`src/rtl/push_pkg.sv`:
```
// push_pkg: shared types and helpers for the push-button conditioner.
// Holds the per-key repeat FSM state and the repeat-counter width helper.
package push_pkg;

    typedef enum logic [1:0] {
        IDLE   = 2'd0,
        DELAY  = 2'd1,
        REPEAT = 2'd2
    } key_state_e;

    // Counter width able to hold max(dly, per) without wrapping.
    function automatic int rc_width(input int dly, input int per);
        int mx;
        mx = (dly > per) ? dly : per;
        return (mx < 1) ? 1 : $clog2(mx + 1);
    endfunction

endpackage

```
`src/rtl/key_debounce_fsm.sv`:
```
// key_debounce_fsm: one push button -> synchronised, debounced level,
// press/release pulses and auto-repeat ticks while held.
// Ports: i_Clk, i_Rst (sync, active-high), i_Push (raw, active-low),
//        o_Level, o_Press, o_Release, o_Repeat (all registered).
module key_debounce_fsm
    import push_pkg::*;
#(
    parameter int DB_CYC      = 500_000,
    parameter int RPT_DLY_CYC = 25_000_000,
    parameter int RPT_PER_CYC = 5_000_000
) (
    input  logic i_Clk,
    input  logic i_Rst,
    input  logic i_Push,
    output logic o_Level,
    output logic o_Press,
    output logic o_Release,
    output logic o_Repeat
);

    localparam int DB_W = $clog2(DB_CYC);
    localparam int RC_W = rc_width(RPT_DLY_CYC, RPT_PER_CYC);
    localparam bit RPT_EN = (RPT_DLY_CYC > 0);

    localparam logic [DB_W-1:0] DB_LAST =
        DB_W'(DB_CYC - 1);
    localparam logic [RC_W-1:0] DLY_LAST =
        RC_W'(RPT_EN ? RPT_DLY_CYC - 1 : 0);
    localparam logic [RC_W-1:0] PER_LAST =
        RC_W'(RPT_PER_CYC - 1);

    logic            sync_q1;
    logic            sync_q2;
    logic            samp;
    logic [DB_W-1:0] db_q;
    logic            level_q;
    logic            press_q;
    logic            release_q;
    logic            repeat_q;
    logic            repeat_d;
    logic [RC_W-1:0] rc_q;
    logic [RC_W-1:0] rc_d;
    key_state_e      state_q;
    key_state_e      state_d;

    logic differ;
    logic flip;
    logic rise;
    logic fall;

    // Raw button is active-low; sample is active-high.
    assign samp   = ~sync_q2;
    assign differ = (samp != level_q);
    assign flip   = differ && (db_q == DB_LAST);
    assign rise   = flip && samp;
    assign fall   = flip && !samp;

    always_ff @(posedge i_Clk) begin
        if (i_Rst) begin
            sync_q1   <= 1'b1;
            sync_q2   <= 1'b1;
            db_q      <= '0;
            level_q   <= 1'b0;
            press_q   <= 1'b0;
            release_q <= 1'b0;
        end else begin
            sync_q1   <= i_Push;
            sync_q2   <= sync_q1;
            press_q   <= rise;
            release_q <= fall;
            if (flip) begin
                level_q <= samp;
                db_q    <= '0;
            end else if (differ) begin
                db_q <= db_q + 1'b1;
            end else begin
                // Input agrees with level again: glitch dropped.
                db_q <= '0;
            end
        end
    end

    always_ff @(posedge i_Clk) begin
        if (i_Rst) begin
            state_q  <= IDLE;
            rc_q     <= '0;
            repeat_q <= 1'b0;
        end else begin
            state_q  <= state_d;
            rc_q     <= rc_d;
            repeat_q <= repeat_d;
        end
    end

    // Press and the delay start share an edge, so the first tick lands
    // exactly RPT_DLY_CYC cycles after o_Press. A release on the same
    // edge as a tick cancels the tick.
    always_comb begin
        state_d  = state_q;
        rc_d     = rc_q;
        repeat_d = 1'b0;
        unique case (state_q)
            IDLE: begin
                rc_d = '0;
                if (rise && RPT_EN) begin
                    state_d = DELAY;
                end
            end
            DELAY: begin
                if (fall) begin
                    state_d = IDLE;
                    rc_d    = '0;
                end else if (rc_q == DLY_LAST) begin
                    state_d  = REPEAT;
                    rc_d     = '0;
                    repeat_d = 1'b1;
                end else begin
                    rc_d = rc_q + 1'b1;
                end
            end
            REPEAT: begin
                if (fall) begin
                    state_d = IDLE;
                    rc_d    = '0;
                end else if (rc_q == PER_LAST) begin
                    rc_d     = '0;
                    repeat_d = 1'b1;
                end else begin
                    rc_d = rc_q + 1'b1;
                end
            end
            default: begin
                state_d = IDLE;
                rc_d    = '0;
            end
        endcase
    end

    assign o_Level   = level_q;
    assign o_Press   = press_q;
    assign o_Release = release_q;
    assign o_Repeat  = repeat_q;

endmodule

```
`src/rtl/push_conditioner.sv`:
```
// push_conditioner: NUM_KEYS raw active-low buttons -> clean key events.
// Ports: i_Clk, i_Rst, i_Push[NUM_KEYS], o_Level/o_Press/o_Release/o_Repeat.
module push_conditioner
    import push_pkg::*;
#(
    parameter int NUM_KEYS    = 2,
    parameter int DB_CYC      = 500_000,
    parameter int RPT_DLY_CYC = 25_000_000,
    parameter int RPT_PER_CYC = 5_000_000
) (
    input  logic                i_Clk,
    input  logic                i_Rst,
    input  logic [NUM_KEYS-1:0] i_Push,
    output logic [NUM_KEYS-1:0] o_Level,
    output logic [NUM_KEYS-1:0] o_Press,
    output logic [NUM_KEYS-1:0] o_Release,
    output logic [NUM_KEYS-1:0] o_Repeat
);

    for (genvar k = 0; k < NUM_KEYS; k++) begin : g_key
        key_debounce_fsm #(
            .DB_CYC      (DB_CYC),
            .RPT_DLY_CYC (RPT_DLY_CYC),
            .RPT_PER_CYC (RPT_PER_CYC)
        ) u_key (
            .i_Clk     (i_Clk),
            .i_Rst     (i_Rst),
            .i_Push    (i_Push[k]),
            .o_Level   (o_Level[k]),
            .o_Press   (o_Press[k]),
            .o_Release (o_Release[k]),
            .o_Repeat  (o_Repeat[k])
        );
    end

endmodule

```
`config.mk`:
```
export PLATFORM = sky130hd
export DESIGN_NAME = push_conditioner
export DESIGN_NICKNAME = d
export VERILOG_FILES = /design/src/rtl/push_pkg.sv /design/src/rtl/key_debounce_fsm.sv /design/src/rtl/push_conditioner.sv
export SDC_FILE = /design/constraint.sdc
export NUM_CORES = 1
export LEC_CHECK = 0
export CAP_MARGIN = 20
export CORE_UTILIZATION = 50
export CTS_CLUSTER_DIAMETER = 100
export CTS_CLUSTER_SIZE = 14
export DETAILED_ROUTE_END_ITERATION = 8
export MAX_ROUTING_LAYER = met4
export PLACE_DENSITY = 0.75
export SLEW_MARGIN = 20
export SYNTH_ARGS = -nofsm -noshare
export SYNTH_HDL_FRONTEND = slang
export SYNTH_SLANG_ARGS = --single-unit
```
`constraint.sdc`:
```
create_clock -name i_Clk -period 2.4 [get_ports i_Clk]
set_clock_uncertainty 0.15 [all_clocks]
set_input_delay 0.36 -clock i_Clk [delete_from_list [all_inputs] [get_ports i_Clk]]
set_output_delay 0.36 -clock i_Clk [all_outputs]
set_load 0.005 [all_outputs]
```
# Word-level counts from Yosys, hierarchy flattened
# Index checks and enable logic that the tools add are counted.
[word_totals]
wordCells = 86
romBits = 0
latch_bits = 0
mem_count = 0
output_inout_bits = 8
regBits = 104
mem_bits_rw = 0
[classes]
magnitude_cmp = 0
multipliers = 0
shifts = 0
addsub = 4
n_reduce_logical = 12
n_div = 0
bitwise_logic = 4
n_mux = 30
n_eq_ne = 18
[op_table]
columns = ["op", "count"]
rows = [
  ["25-bit two-way mux", 8],
  ["25-bit one-hot mux with 2 select lines", 2],
  ["25-bit by 1-bit adder with 25-bit output (second input constant)", 2],
  ["25-bit by 23-bit == test with 1-bit output (second input constant)", 2],
  ["25-bit == test (second input constant)", 2],
  ["19-bit by 1-bit adder with 19-bit output (second input constant)", 2],
  ["19-bit == test (second input constant)", 2],
  ["2-bit two-way mux", 8],
  ["2-bit one-hot mux with 3 select lines", 2],
  ["1-bit two-way mux", 8],
  ["2-bit by 1-bit inequality test with 1-bit output (second input constant)", 4],
  ["1-bit logical AND", 6],
  ["3-bit by 1-bit inequality test with 1-bit output (second input constant)", 2],
  ["3-bit AND reduction", 2],
  ["3-bit OR reduction", 2],
  ["2-bit by 1-bit == test with 1-bit output (second input constant)", 2],
  ["2-bit == test (second input constant)", 2],
  ["2-bit zero test", 2],
  ["1-bit inverter", 4],
  ["1-bit one-hot mux with 2 select lines", 2],
  ["1-bit inequality test", 2],
]

# Depth between registers and ports, before layout
[depth]
ltp_word = 6
ltp_mapped = 8
mapped_depth_nobuf = 7

# Cells and area by module
# A second synthesis with hierarchy kept.
[unflattened]
hier_cells = 548
area_unflattened_um2 = 4824.6
[by_module_without_submodules]
columns = ["mod", "n_inst", "area_per_inst_um2", "seq_area_each_um2", "cells_per_inst"]
rows = [
  ["key_debounce_fsm", 2, 2412.3, 1041.0, 274],
]

# Worst setup path before layout
# Ideal clock, no wire load.
[synth_path]
path_type = "register -> register"
start = "register g_key[0].u_key.rc_q[13]"
end = "register g_key[0].u_key.rc_q[24]"
t_required_ns = 2.135
stages_incl_launch_ff = 7
path_slack_ns = 0.234
arrival_ns = 1.901
cell_sequence = "dfxtp_1 -> or4_1 -> or4_1 -> o21a_1 -> o2111ai_4 -> buf_6 -> nor2_1"
[synth_via]
elab_chain_cells = 4
elab_cells_between_ends = 8
classes_between = "add/sub (1); eq/ne (2); mux (5)"
[synth_lines]
columns = ["item", "line", "text"]
rows = [
  ["from (decl)", "key_debounce_fsm.sv:41", "logic [RC_W-1:0] rc_q;"],
  ["from (signal assigned)", "key_debounce_fsm.sv:90", "rc_q <= rc_d;"],
  ["25-bit by 1-bit adder with 25-bit output (tied with other cells)", "key_debounce_fsm.sv:118, key_debounce_fsm.sv:129", ""],
  ["25-bit two-way mux, on equally long branches", "key_debounce_fsm.sv:125, key_debounce_fsm.sv:113", ""],
  ["25-bit two-way mux, on equally long branches", "key_debounce_fsm.sv:122, key_debounce_fsm.sv:110", ""],
  ["25-bit one-hot mux with 2 select lines (*)", "key_debounce_fsm.sv:102", "unique case (state_q)"],
]
# Mark *: on every way between the ends. The rest lies on a longest branch, timed or not.
# A chain may end at the register's enable or synchronous reset.

# Final worst setup path
[layout_path]
start = "register g_key[0].u_key.rc_q[13]"
end = "register g_key[0].u_key.rc_q[3]"
[layout_via]
elab_chain_cells = 4
elab_cells_between_ends = 7
classes_between = "eq/ne (2); mux (5)"
[layout_lines]
columns = ["item", "line"]
rows = [
  ["25-bit by 23-bit == test with 1-bit output / 25-bit == test (equally long branches)", "key_debounce_fsm.sv:125, key_debounce_fsm.sv:113"],
  ["25-bit two-way mux, on equally long branches", "key_debounce_fsm.sv:125, key_debounce_fsm.sv:113"],
  ["25-bit two-way mux, on equally long branches", "key_debounce_fsm.sv:122, key_debounce_fsm.sv:110"],
  ["25-bit one-hot mux with 2 select lines (*)", "key_debounce_fsm.sv:102"],
]
# Marks and branches as above.

==> flow_metrics.tcl <==
set metrics [dict create \
    clock_latency_ps 360 \
    synthTopCellsByCount "dfxtp_1 (104), nor2_1 (104), xor2_1 (47)" \
    finalWorstSetupSlack_ps 188.9 \
    hold_path_startpoint "g_key[1].u_key.sync_q1" \
    instances_no_fill 691 \
    async_flop_share 0 \
    start_kind "flip-flop" \
    start_util 0.5185 \
    io_pins 12 \
    slew_headroom 0.6401 \
    clockRootBuffer "clkbuf_8" \
    fin_crit_sh 0.9213 \
    synth_ff_type "dfxtp_1" \
    synthCells 546 \
    dieArea_mm2 0.01002 \
    grt_max_degree 26 \
    grt_overflow 0 \
    postPlaceCellArea_mm2 0.005059 \
    fmax_mhz 452.3 \
    pre_cts_slack_ps 195.4 \
    synthesis.area_mm2 0.004813 \
    clk_pin_slew_ps 90 \
    core_mm2 0.009284 \
    setup-tns-final_ps 0 \
    vias 3709 \
    p_leak_nw 1.703 \
    die_w_um 100.1 \
    cp_data_required_time_ps 2510 \
    place_inst 676 \
    cts_tree "done" \
    cts_sinks 104 \
    clockBufferDepth 2 \
    grt_usage 0.1955 \
    yosys.area.top_type_share 0.4325 \
    r2r_start "g_key[0].u_key.rc_q[13]" \
    drtPass1Iterations 4 \
    grt_pass1_vias 3557 \
    ys_warn_count 0 \
    drive_above_1_share 0.06584 \
    cts_resized 0 \
    cap_violations 0 \
    cts_made_buffers 9 \
    post-cts-setup-buffer-count 0 \
    worst_slew_pin_slew_ps 535.7 \
    synth_seq_cells 104 \
    ys_seq_area_frac 0.4325 \
    dp_hpwl_um 6240 \
    detail_route.wl_per_cell_um 12.70 \
    synth_top_area_cell "dfxtp_1" \
    cts_hold_buf 0 \
    fin_util 0.5635 \
    drc 0 \
    grt_pass1_wl_um 15480 \
    antenna_found_initial 0 \
    cp-end-kind "flip-flop" \
    portBuffers 11 \
    ant_nets 0 \
    synth-edff-count 0 \
    p_per_area_mw_per_mm2 524.0 \
    synth_area_leaders "dfxtp_1 (43%), xor2_1 (8.6%), nor2_1 (8.1%)" \
    nNetsFinal 572 \
    critPathKind "reg -> reg" \
    viasPerCell 5.368 \
    design_area_mm2 0.005231 \
    peakVddDrop_mv 0.3896 \
    p_total_mw 2.741 \
    drv_slew 0 \
    row_count 35 \
    cp_data_arrival_time_ps 2320 \
    critPathMaxFanout 25 \
    crit_path_start "g_key[0].u_key.rc_q[13]" \
    htree_levels 3 \
    die_h_um 100.1 \
    gp_congestion 0.8145 \
    rsz0062_at_grt "false" \
    min_path_type "reg -> reg" \
    routed_wl_um 8773 \
    area_delta_synth_final_pct 8.682 \
    finalSetupViolCount 0 \
    synth.distinct_cells 48 \
    syn-num-nets 560 \
    hold_viol_final 0 \
    status "finished clean" \
    syn_avg_cell_area_um2 8.816 \
    min_period_ps 2211 \
    hold_ws_ps 268.8 \
    drt_iter0_markers 98 \
    antennaDiodeCount 0 \
]
==> critical path, cell delays in order (launching register included) <==
cell       delay (ps)
dfxtp_1           320
or4_1             500
or4_1             430
o21a_1            220
o2111ai_4         220
buf_12            200
nor2_1             70
==> metal layers <==
metal  track usage  vias up  part of all wire
li1              -     1906                 -
met1        0.2371     1756              0.50
met2        0.3135       33              0.47
met3       0.04318       14             0.022
met4       0.08473        0             0.017
met5             -        -                 0
==> cell families (layout without fill, tap and decap cells) <==
kind of cell	count (synthesis)	after routing	share of synthesized area
fa+ha+maj	10	10	0.02599
buf+inv	40	56	0.04081
flops	104	104	0.4325
simple gates	287	287	0.3117
xor+xnor	82	82	0.1492
compound gates	23	23	0.03977
==> flip-flops by register name (all words and copies together) (netlist names) <==
register	flops
g_key.u_key.db_q	38
g_key.u_key.o_Level	2
g_key.u_key.o_Press	2
g_key.u_key.o_Release	2
g_key.u_key.o_Repeat	2
g_key.u_key.rc_q	50
g_key.u_key.state_q	4
g_key.u_key.sync_q1	2
g_key.u_key.sync_q2	2
==> cell usage in the layout, fill, tap and decap left out, types with 4 or more instances in the layout <==
| master | n |
|---|---|
| and3_1 | 20 |
| and4_1 | 20 |
| buf_4 | 11 |
| clkbuf_8 | 11 |
| clkdlybuf4s50_1 | 11 |
| dfxtp_1 | 104 |
| ha_1 | 10 |
| inv_1 | 17 |
| nand2_1 | 28 |
| nand3_1 | 37 |
| nand4_1 | 26 |
| nor2_1 | 104 |
| nor3_1 | 17 |
| nor4_1 | 4 |
| nor4b_1 | 6 |
| or2_2 | 7 |
| xnor2_1 | 35 |
| xor2_1 | 47 |
==> worst paths after layout <==
path	to	slack (ps)	cells past startpoint
min reg2reg	g_key[1].u_key.sync_q2	270	1
max	g_key[0].u_key.rc_q[3]	190	6
min	g_key[1].u_key.sync_q2	270	1
max reg2reg	g_key[0].u_key.rc_q[3]	190	6
==> cell type report <==
class	instances	area, µm²
repair buffers	23	212.7
inverters	18	67.56
clock inverters	3	17.52
multi-input cells	402	2535
clock buffers	12	155.1
well taps	129	161.4
fillers	872	4053
flip-flops and latches	104	2082
==> power by group <==
| group | switching, mW | internal (mW) |
|---|---|---|
| clock | 0.554 | 0.426 |
| combinational | 0.0171 | 0.0134 |
| sequential | 0.00334 | 1.73 |
| total | 0.574 | 2.17 |
Note: power is estimated with default switching activity, not from simulation.
